<file path="src/rtl/pkt_rr_arbiter.sv">
// Packet-granular arbiter with two priority classes, round-robin within each class,
// an anti-starvation quota for the low class, a hang watchdog and grant counters.
module pkt_rr_arbiter #(
    parameter int N            = 4,
    parameter int STARVE_LIMIT = 4,
    parameter int TIMEOUT      = 2048,
    parameter int TW           = 12
) (
    input  logic         clk,
    input  logic         rst_n,
    input  logic [N-1:0] req,
    input  logic [N-1:0] prio_hi,
    input  logic         dst_alf,
    input  logic         pkt_done,
    output logic [N-1:0] grant,
    output logic [2:0]   grant_idx,
    output logic         grant_vld,
    output logic         timeout_err,
    input  logic [2:0]   cnt_sel,
    output logic [31:0]  cnt_rdata,
    input  logic         cnt_clr
);
    localparam int SW = $clog2(STARVE_LIMIT + 1);

    typedef enum logic {IDLE, BUSY} state_t;

    state_t        state_q, state_d;
    logic [N-1:0]  grant_q, grant_d;
    logic [2:0]    grant_idx_q, grant_idx_d;
    logic [2:0]    ptr_hi_q, ptr_hi_d;
    logic [2:0]    ptr_lo_q, ptr_lo_d;
    logic [SW-1:0] starve_q, starve_d;
    logic [TW-1:0] timer_q, timer_d;
    logic          timeout_err_q, timeout_err_d;
    logic [31:0]   cnt_q [N];
    logic [31:0]   cnt_d [N];
    logic [31:0]   cnt_rdata_q, cnt_rdata_d;

    logic [N-1:0]  h_req, l_req;
    logic [3:0]    pick_hi, pick_lo;
    logic          use_lo;
    logic          issue;
    logic [2:0]    win;

    // Returns {found, index} of the first set bit at or above ptr, wrapping at N.
    function automatic logic [3:0] rr_pick(input logic [N-1:0] mask, input logic [2:0] ptr);
        logic [3:0] res;
        logic [3:0] idx;
        logic [7:0] mask8;
        res   = '0;
        mask8 = 8'(mask);
        for (int i = N - 1; i >= 0; i--) begin
            idx = {1'b0, ptr} + 4'(i);
            if (idx >= 4'(N)) begin
                idx = idx - 4'(N);
            end
            if (mask8[idx[2:0]]) begin
                res = {1'b1, idx[2:0]};
            end
        end
        return res;
    endfunction

    function automatic logic [2:0] wrap_inc(input logic [2:0] idx);
        return (idx == 3'(N - 1)) ? 3'd0 : idx + 3'd1;
    endfunction

    always_comb begin
        h_req   = req & prio_hi;
        l_req   = req & ~prio_hi;
        pick_hi = rr_pick(h_req, ptr_hi_q);
        pick_lo = rr_pick(l_req, ptr_lo_q);
        use_lo  = pick_lo[3] && (!pick_hi[3] || (starve_q == SW'(STARVE_LIMIT)));
        win     = use_lo ? pick_lo[2:0] : pick_hi[2:0];
        issue   = (state_q == IDLE) && !dst_alf && (pick_hi[3] || pick_lo[3]);
    end

    always_comb begin
        state_d       = state_q;
        grant_d       = grant_q;
        grant_idx_d   = grant_idx_q;
        ptr_hi_d      = ptr_hi_q;
        ptr_lo_d      = ptr_lo_q;
        starve_d      = starve_q;
        timer_d       = timer_q;
        timeout_err_d = 1'b0;

        unique case (state_q)
            IDLE: begin
                if (issue) begin
                    state_d     = BUSY;
                    grant_d     = {{(N-1){1'b0}}, 1'b1} << win;
                    grant_idx_d = win;
                    timer_d     = '0;
                    if (use_lo) begin
                        ptr_lo_d = wrap_inc(win);
                    end else begin
                        ptr_hi_d = wrap_inc(win);
                    end
                    // The quota only accumulates while a low-class packet is actually waiting.
                    if (!use_lo && pick_lo[3]) begin
                        starve_d = (starve_q == SW'(STARVE_LIMIT)) ? starve_q : starve_q + SW'(1);
                    end else begin
                        starve_d = '0;
                    end
                end
            end
            BUSY: begin
                timer_d = timer_q + TW'(1);
                if (pkt_done || (timer_q == TW'(TIMEOUT - 1))) begin
                    state_d       = IDLE;
                    grant_d       = '0;
                    grant_idx_d   = '0;
                    timeout_err_d = !pkt_done;
                end
            end
            default: state_d = IDLE;
        endcase
    end

    // A clear coinciding with a grant wins, so that grant goes uncounted.
    always_comb begin
        cnt_rdata_d = '0;
        for (int i = 0; i < N; i++) begin
            if (cnt_clr) begin
                cnt_d[i] = '0;
            end else if (issue && (win == 3'(i))) begin
                cnt_d[i] = cnt_q[i] + 32'd1;
            end else begin
                cnt_d[i] = cnt_q[i];
            end
            if (cnt_sel == 3'(i)) begin
                cnt_rdata_d = cnt_q[i];
            end
        end
    end

    always_ff @(posedge clk or negedge rst_n) begin
        if (!rst_n) begin
            state_q       <= IDLE;
            grant_q       <= '0;
            grant_idx_q   <= '0;
            ptr_hi_q      <= '0;
            ptr_lo_q      <= '0;
            starve_q      <= '0;
            timer_q       <= '0;
            timeout_err_q <= 1'b0;
            cnt_rdata_q   <= '0;
            for (int i = 0; i < N; i++) begin
                cnt_q[i] <= '0;
            end
        end else begin
            state_q       <= state_d;
            grant_q       <= grant_d;
            grant_idx_q   <= grant_idx_d;
            ptr_hi_q      <= ptr_hi_d;
            ptr_lo_q      <= ptr_lo_d;
            starve_q      <= starve_d;
            timer_q       <= timer_d;
            timeout_err_q <= timeout_err_d;
            cnt_rdata_q   <= cnt_rdata_d;
            for (int i = 0; i < N; i++) begin
                cnt_q[i] <= cnt_d[i];
            end
        end
    end

    assign grant       = grant_q;
    assign grant_idx   = grant_idx_q;
    assign grant_vld   = (state_q == BUSY);
    assign timeout_err = timeout_err_q;
    assign cnt_rdata   = cnt_rdata_q;

endmodule

</file>
<file path="config.mk">
export PLATFORM = sky130hd
export DESIGN_NAME = pkt_rr_arbiter
export DESIGN_NICKNAME = d
export VERILOG_FILES = /design/src/rtl/pkt_rr_arbiter.sv
export SDC_FILE = /design/constraint.sdc
export NUM_CORES = 1
export LEC_CHECK = 0
export CAP_MARGIN = 0
export CORE_ASPECT_RATIO = 1.1
export CORE_MARGIN = 5
export CORE_UTILIZATION = 29
export DETAILED_ROUTE_END_ITERATION = 6
export HOLD_SLACK_MARGIN = 0.1
export PLACE_DENSITY = 0.57
export SETUP_SLACK_MARGIN = 0.1
export SLEW_MARGIN = 20
export SYNTH_ARGS = -nofsm -noshare
export SYNTH_HDL_FRONTEND = slang
export SYNTH_SLANG_ARGS = --single-unit
export TNS_END_PERCENT = 100
</file>
<file path="constraint.sdc">
create_clock -name clk -period 10.55 [get_ports clk]
set_input_delay 1.5825 -clock clk [delete_from_list [all_inputs] [get_ports clk]]
set_output_delay 1.5825 -clock clk [all_outputs]
set_load 0.1 [all_outputs]
</file>
# == Word-level counts from Yosys, hierarchy flattened ==
# Cells that the tools add are included.
# word_totals
mem_count,0
latch_bits,0
in_bits,16
mem_bits_ro,0
wordCells,153
mem_bits_rw,0
ff_bits,190
# classes
muxes,61
n_eq_ne,11
addsub,21
n_shift,1
n_reduce_logical,25
magnitude_cmp,16
n_div,0
mul,0
n_bitwise,5
# op_table
cell,n
32-bit 2-to-1 mux,12
32-bit by 1-bit adder with 32-bit output (second input constant),4
3-bit 2-to-1 mux,14
4-bit 2-to-1 mux,10
3-bit by 4-bit less-than comparator with 1-bit output (second input constant),8
1-bit binary-select mux with 3-bit select,8
4-bit by 3-bit >= comparator with 1-bit output (second input constant),6
12-bit case mux with 2 select lines,1
3-bit subtractor (second input constant),8
3-bit by 2-bit adder with 4-bit output (second input constant),4
12-bit by 1-bit adder with 12-bit output (second input constant),1
12-bit by 11-bit equality test with 1-bit output (second input constant),1
3-bit by 2-bit equality test with 1-bit output (second input constant),4
1-bit 2-to-1 mux,12
12-bit 2-to-1 mux,1
3-bit AND reduction,3
3-bit by 1-bit adder with 4-bit output (second input constant),2
4-bit AND,2
1-bit logical AND,8
4-bit case mux with 2 select lines,1
2-bit nonzero test,4
3-bit by 1-bit adder with 3-bit output (second input constant),2
3-bit by 1-bit equality test with 1-bit output (second input constant),2
3-bit >= comparator (second input constant),2
12 further kinds,20

# == Logic depth before layout (Yosys ltp) ==
# Gate-level depths: netlist of run 1.
# logic_depth
word_depth,17
mapped_depth,18
mapped_depth_nobuf,16

# == Worst setup path after synthesis of run 1 ==
# No wires, ideal clock.
# synth_timing
path_type,input port to flip-flop
start,input prio_hi[0]
end,register cnt_q[95] (netlist bit)
arrival_ns,4.565
cell_stages,12
required_time_ns,10.425
path_buffers,0
setup_slack_ns,5.860
setup_ns,0.125
path_cell_list,nand2_1 -> mux4_2 -> a2bb2oi_1 -> and2_4 -> o21ai_0 -> mux2_2 -> inv_1 -> ha_1 -> nand3_1 -> a211o_1 -> nor4_1 -> mux2_2
# synth_between
elab_chain_cells,14
elab_cells_between_ends,36
# synth_rtl
element,line_no,text
start: declaration,12,"input logic [N-1:0] prio_hi,"
4-bit AND,69,h_req = req & prio_hi;
1-bit binary-select mux with 3-bit select,57,if (mask8[idx[2:0]]) begin
1-bit 2-to-1 mux (not written as such),57,
4-bit 2-to-1 mux (4 in series),57,
1-bit logical NOT,73,use_lo = pick_lo[3] && (!pick_hi[3] || (starve_q == SW'(STARVE_LIMIT)));
1-bit logical OR,73,
1-bit logical AND,73,
3-bit 2-to-1 mux,74,win = use_lo ? pick_lo[2:0] : pick_hi[2:0];
3-bit by 1-bit equality test with 1-bit output,127,end else if (issue && (win == 3'(i))) begin
1-bit logical AND (*),127,
2-bit nonzero test (no line) (*),-,
end signal: indexed assignment,163,cnt_q[i] <= cnt_d[i];
end: declaration,35,logic [31:0] cnt_q [N];
# Every way passes the cells marked *; elsewhere a longest branch is shown, timed or not. The select of a mux whose other input is x is not followed.
# A chain may end at the register's enable or synchronous reset.

# == Worst setup path after layout of run 1 ==
# layout_timing
start,input prio_hi[2]
end,register cnt_q[118] (netlist bit)
# layout_between
elab_chain_cells,14
elab_cells_between_ends,36
# layout_rtl
element,line_no
4-bit AND,69
1-bit binary-select mux with 3-bit select,57
1-bit 2-to-1 mux (not written as such),57
4-bit 2-to-1 mux (4 in series),57
1-bit logical NOT,73
1-bit logical OR,73
1-bit logical AND,73
3-bit 2-to-1 mux,74
3-bit logical NOT,127
1-bit logical AND (*),127
2-bit nonzero test (no line) (*),-
# Marks and branches as above.

==> results of run 1 <==
final cells by class:
cell class | count | area [µm²]
clock buffer | 18 | 429.2
clock inverter | 14 | 168.9
fill | 3808 | 24490
inverter | 37 | 138.9
multi-input combinational | 803 | 5582
sequential | 190 | 4755
tap | 494 | 618.1
timing repair buffer | 71 | 673.1
synth_stat cells, drive strengths merged (4+ instances only):
cell type	instances	area, µm²
nor3	8	45.04
nand3b	4	30.03
nor2b	38	237.7
a21o	7	52.55
a2111oi	11	146.4
nand3	60	300.3
o211ai	10	75.07
nor2	64	240.2
o21a	8	60.06
mux2	11	123.9
xor2	21	183.9
mux4	33	743.2
a21oi	87	435.4
a211oi	6	45.04
or3	40	250.2
nand2	84	320.3
a31o	8	70.07
or4	33	247.7
ha	15	187.7
o21ai	63	315.3
inv	37	138.9
or2	5	31.28
mux2i	8	80.08
nor4	8	56.30
and4	10	87.58
xnor2	22	192.7
and3	20	125.1
o2111ai	12	105.1
o31ai	32	240.2
buf	22	116.4
and2	16	102.6
nand4	27	168.9
dfrtp	190	4755
clkbuf	44	166.4
registers in the layout, summed over array words and instances (netlist names):
signal and flops:
grant_idx 3, cnt_q 128, grant 4, ptr_lo_q 3, timeout_err 1, ptr_hi_q 3
grant_vld 1, starve_q 3, timer_q 12, cnt_rdata 32
worst reg2reg max path, cell delays in order (launching register included):
cell and delay [ns]:
dfrtp_1 0.63, inv_1 0.22, ha_1 0.51, mux4_2 0.58, a2bb2oi_1 0.17, and2_4 0.29
o21ai_0 0.47, mux2i_1 0.25, inv_1 0.12, ha_1 0.27, nand4_1 0.18, nor3_2 0.50
nand4_1 0.16, a2111oi_0 0.45, xnor2_1 0.18, nor2_1 0.05
routing by layer:
metal / wire (µm) / vias to the layer above / part of all wire (%) / GRT usage [%]
met1: 13820 / 4400 / 46 / 20.25
met4: 461 / 0 / 1.5 / 3.907
met2: 14220 / 203 / 48 / 23.85
met5: 0 / - / 0 / 0
met3: 1324 / 29 / 4.4 / 2.419
li1: - / 4135 / - / -
where the power goes:
part           switching (µW)  internal, µW
Clock                     330           341
Sequential               66.6           767
Combinational             475           205
final timing paths:
check / endpoint / slack (ns) / depth (start not counted)
worst min register to register: timer_q[11] / 0.50 / 1
worst min-delay path: timer_q[11] / 0.50 / 1
worst max-delay path: cnt_q[118] / 5.02 / 15
worst max register to register: cnt_q[118] / 5.41 / 15
max in group asynchronous: cnt_rdata[24] / 7.98 / 2
min in group asynchronous: cnt_rdata[7] / 1.29 / 1
cell families (layout without fill, tap and decap cells):
group           after synthesis  count (layout)  share of synthesized area [%]
flops                       190             190                          44.24
xor+xnor                     43              43                          3.504
fa+ha+maj                    15              15                          1.746
simple gates                424             424                          21.35
buf+inv                     103             140                          3.923
mux                          52              52                          8.813
compound gates              269             269                          16.43
metrics by stage:
stage	hold slack (ns)	std cells
6_report	0.4991	1627
5_1_grt	0.5110	1627
4_1_cts	0.4986	1626
3_5_place_dp	0.4875	1594
3_3_place_gp	0.4807	1594
2_1_floorplan	0.4580	1096
==> impl_metrics.yaml, run 1 <==
synth:
  synth_flop_cell: "dfrtp_1"
  syn_inst: 1096
  yosysWarnings: 0
  ys_ff_latch: 190
  synthArstFlopShare_pct: 100.0
  ys_seq_area_share_pct: 44.24
  syn_area_mm2: 0.01075
  synth_nets: 1127
  yosys.cell_types.count: 64
  synth_edf_count: 0
  avgSynthCellArea_um2: 9.806
setup_path:
  path_class: "input pin to flip-flop"
  critical_path.max_fanout: 23
  startpoint: "prio_hi[2]"
  path_cells: "clkdlybuf4s50_1 -> nand2_1 -> mux4_2 -> a2bb2oi_1 -> and2_4 -> o21ai_0 -> mux2i_1 -> inv_1 -> ha_1 -> nand4_1 -> nor3_2 -> nand4_1 -> a2111oi_0 -> xnor2_1 -> nor2_1"
  crit_path_end_kind: "flip-flop"
  cp.arrival_ns: 5.86
  regToRegStartpoint: "ptr_hi_q[0]"
  critPathBufInv: 2
  cpPeakStageDelay_ns: 0.59
  crit_family: "simple AND/OR/NAND/NOR gates"
  cp_common_cell: "nand4_1"
  critPathLaunchType: "input pin"
  cp_slowest_cell: "clkdlybuf4s50_1"
  crit_required_ns: 10.88
sta:
  rsz0062_at_grt: "false"
  maxSlewViolCount: 0
  fin_crit_sh_pct: 52.46
  fin_crit_ns: 5.534
  setup_ws_ns: 5.016
  maxSlewHeadroom_pct: 26.85
  fin_setup_tns_ns: 0
  finalHoldViolCount: 0
  setup-violations-final: 0
  fmax_mhz: 180.7
  tightest_slew_ns: 1.097
  finClkSkew_ns: 0.02034
route:
  drt-total-wl_mm: 29.83
  antenna_left: 0
  drt_iter0_drc: 527
  drc: 0
  wl_per_cell_um: 18.33
  vias: 8767
  viasPerCell: 5.388
  firstDrtPassIters: 5
floorplanning:
  num_rows: 74
  fp.dieW_um: 193.6
  start_util_pct: 29.17
  die_h_um: 211.9
  dieArea_mm2: 0.04102
  ios: 57
  core_area_mm2: 0.03685
cells_and_area:
  final_area_mm2: 0.01236
  fin_nets: 1151
  post-route-util_pct: 33.55
  area_growth_pct: 15.04
  mostFrequentLayoutCells: "190 x dfrtp_1, 87 x a21oi_1, 82 x nand2_1"
  final_common_cell: "dfrtp_1"
  antenna_cells: 0
  drive_gt1_share_pct: 10.41
clock_tree:
  cts_tree: "built"
  clock_path_buffers: 2
  cts_sinks: 190
  cts_root_buffer: "clkbuf_16"
  post_cts_buffers: 0
  clkTransAtPathRegs_ns: 0.09
  cts_made_buffers: 17
  cts_resized: 0
  cts_hold_buffers: 0
  cts.htree.levels: 4
  clkLatencyLatePin_ns: 0.46
placed_design:
  place_area_mm2: 0.01175
  port_buffers: 56
  dp_hpwl_mm: 20.18
  pre_cts_slack_ns: 4.674
  place.gp.congestion: 0.8441
power:
  power-per-cell-area_mw_per_mm2: 176.7
  p_leak_uw: 0.004758
  ir_drop_v: 0.0001236
  total_power_uw: 2185
global_route:
  grt_pass1_wl_mm: 48.45
  grt_pass1_vias: 8495
  globalRouteOverflowTotal: 0
  grt_usage_pct: 14.58
  grt_start_max_net_pins: 114
  antenna_found_initial: 0
hold_path:
  hp-start: "timer_q[11]"
  worstHoldPathType: "flip-flop to flip-flop"
job:
  drv_cap: 0
run_status:
  status: "completed"
Note: power is estimated with default switching activity, not from simulation.
==> run 2, diff against run 1 <==
--- a/config.mk
+++ b/config.mk
@@ -11,7 +11,7 @@
 export CORE_UTILIZATION = 29
 export DETAILED_ROUTE_END_ITERATION = 6
 export HOLD_SLACK_MARGIN = 0.1
-export PLACE_DENSITY = 0.57
+export PLACE_DENSITY = 0.58
 export SETUP_SLACK_MARGIN = 0.1
 export SLEW_MARGIN = 20
 export SYNTH_ARGS = -nofsm -noshare
==> constraint.sdc (replaced) <==
create_clock -name clk -period 4.6 [get_ports clk]
set_input_delay 0.69 -clock clk [delete_from_list [all_inputs] [get_ports clk]]
set_output_delay 0.69 -clock clk [all_outputs]
set_load 0.1 [all_outputs]
==> impl_metrics.yaml, run 2 (synthesized netlist as in run 1, its figures left out) <==
placed_design:
  dp_hpwl_mm: 20.77
  port_buffers: 56
  place.gp.congestion: 0.8207
  place_area_mm2: 0.01195
  pre_cts_slack_ns: 0.08578
global_route:
  grt_pass1_vias: 8596
  grt_pass1_wl_mm: 48.06
  antenna_found_initial: 0
  grt_start_max_net_pins: 107
  globalRouteOverflowTotal: 0
  grt_usage_pct: 14.48
route:
  viasPerCell: 5.435
  wl_met2_mm: 14.68
  highest_layer: "met4"
  wl_per_cell_um: 18.06
  drt-met1-wl_mm: 13.37
  drc: 0
  firstDrtPassIters: 5
  antenna_left: 0
  vias: 8946
  drt-total-wl_mm: 29.73
  met3WireLength_mm: 1.346
  drt_iter0_drc: 573
sta:
  rsz0062_at_grt: "false"
  maxSlewViolCount: 0
  hold_ws_ns: 0.3580
  fin_crit_ns: 4.207
  finalHoldViolCount: 0
  fin_setup_tns_ns: 0
  maxSlewHeadroom_pct: 33.22
  setup_ws_ns: 0.3928
  setup-violations-final: 0
  fin_crit_sh_pct: 91.46
  fmax_mhz: 237.7
  finClkSkew_ns: 0.01394
  tightest_slew_ns: 0.9986
power:
  p_sw_share_pct: 39.32
  intPower_uw: 3109
  p_leak_uw: 0.004857
  p_sw_uw: 2015
  clkPwrFrac_pct: 28.7
  power_frac_comb_pct: 34.6
  pwr-share-seq_pct: 36.6
  power-per-cell-area_mw_per_mm2: 409.2
  ir_drop_v: 0.0003293
setup_path:
  regToRegStartpoint: "ptr_lo_q[0]"
  critical_path.max_fanout: 15
  crit_required_ns: 4.97
  rr_worst_depth: 16
  cp.arrival_ns: 4.57
  crit_path_end_kind: "flip-flop"
  path_class: "flip-flop to flip-flop"
  r2r_slack_ns: 0.39
  critPathLaunchType: "flip-flop"
  cp_common_cell: "inv_1"
  path_cells: "inv_1 -> ha_1 -> inv_1 -> mux2i_1 -> o22a_1 -> nand3_1 -> o21ai_0 -> buf_4 -> mux2_2 -> inv_1 -> ha_1 -> nand3_1 -> a21o_1 -> buf_4 -> or3_1 -> a21oi_1"
  crit_family: "compound AO/OA/AOI/OAI gates"
  critPathBufInv: 5
  r2r_end: "cnt_q[17]"
  cp_slowest_cell: "dfrtp_1"
  cpPeakStageDelay_ns: 0.56
clock_tree:
  cts_tree: "built"
  post_cts_buffers: 0
  cts_sinks: 190
  clock_path_buffers: 2
  clkLatencyLatePin_ns: 0.45
  cts_resized: 0
  clkTransAtPathRegs_ns: 0.08
  cts.htree.levels: 4
  cts_root_buffer: "clkbuf_16"
  cts_made_buffers: 17
  cts_hold_buffers: 0
cells_and_area:
  largest_reg_flops: 128
  final_area_mm2: 0.01252
  drive_gt1_share_pct: 11.81
  fin_nets: 1170
  area_growth_pct: 16.50
  fillers: 3804
  antenna_cells: 0
  final_common_cell: "dfrtp_1"
  regMostFlops: "cnt_q"
  multi_input_area_mm2: 0.005575
  seq_area_mm2: 0.004755
  mostFrequentLayoutCells: "190 x dfrtp_1, 87 x a21oi_1, 82 x nand2_1"
floorplanning:
  core_area_mm2: 0.03685
  die_h_um: 211.9
  num_rows: 74
  ios: 57
  fp.dieW_um: 193.6
  dieArea_mm2: 0.04102
  start_util_pct: 29.17
job:
  drv_cap: 0
hold_path:
  worstHoldPathType: "input pin to asynchronous set/reset pin"
run_status:
  status: "completed"
-- run 2: per-layer routing --
| layer | GRT usage [%] | vias to the layer above |
|---|---|---|
| li1 | - | 4178 |
| met1 | 19.41 | 4491 |
| met2 | 24.66 | 254 |
| met3 | 2.531 | 23 |
| met4 | 3.321 | 0 |
| met5 | 0 | - |
-- run 2: power groups by stage --
stage / combinational (µW) / sequential [µW] / clock (µW)
floorplan: 1010 / 2040 / 0
global placement: 1750 / 1910 / 0
detailed placement: 1760 / 1910 / 0
CTS: 1770 / 1880 / 1520
global route: 1910 / 1900 / 1570
finish: 1770 / 1880 / 1470
-- run 2: metrics by stage --
step / power (µW) / util, % / std cells
finish: 5124 / 33.98 / 1646
global route: 5382 / 33.98 / 1646
CTS: 5166 / 33.98 / 1646
detailed placement: 3672 / 32.43 / 1614
global placement: 3659 / 32.43 / 1614
floorplan: 3050 / - / 1096
-- run 2: worst max path at each step --
stage	cells past startpoint	startpoint	endpoint
after floorplan	15	ptr_hi_q[1]	cnt_q[95]
after global placement	15	prio_hi[2]	cnt_q[17]
after detailed placement	15	prio_hi[2]	cnt_q[17]
after CTS	16	ptr_lo_q[0]	cnt_q[17]
after global routing	16	ptr_lo_q[0]	cnt_q[17]
final	16	ptr_lo_q[0]	cnt_q[17]
-- run 2: area by class of cell --
cell class | count | share of cell area [%]
Multi-Input combinational cell | 803 | 44.53
Clock buffer | 20 | 3.647
Inverter | 37 | 1.109
Tap cell | 494 | 4.937
Clock inverter | 12 | 0.9194
Sequential cell | 190 | 37.97
Timing Repair Buffer | 90 | 6.885
==> run 3, diff against run 2 <==
--- a/config.mk
+++ b/config.mk
@@ -5,6 +5,7 @@
 export SDC_FILE = /design/constraint.sdc
 export NUM_CORES = 1
 export LEC_CHECK = 0
+export ABC_CLOCK_PERIOD_IN_PS = 4600
 export CAP_MARGIN = 0
 export CORE_ASPECT_RATIO = 1.1
 export CORE_MARGIN = 5
==> results of run 3 <==
The final DEF is identical to that of run 2; final timing and power are the same.
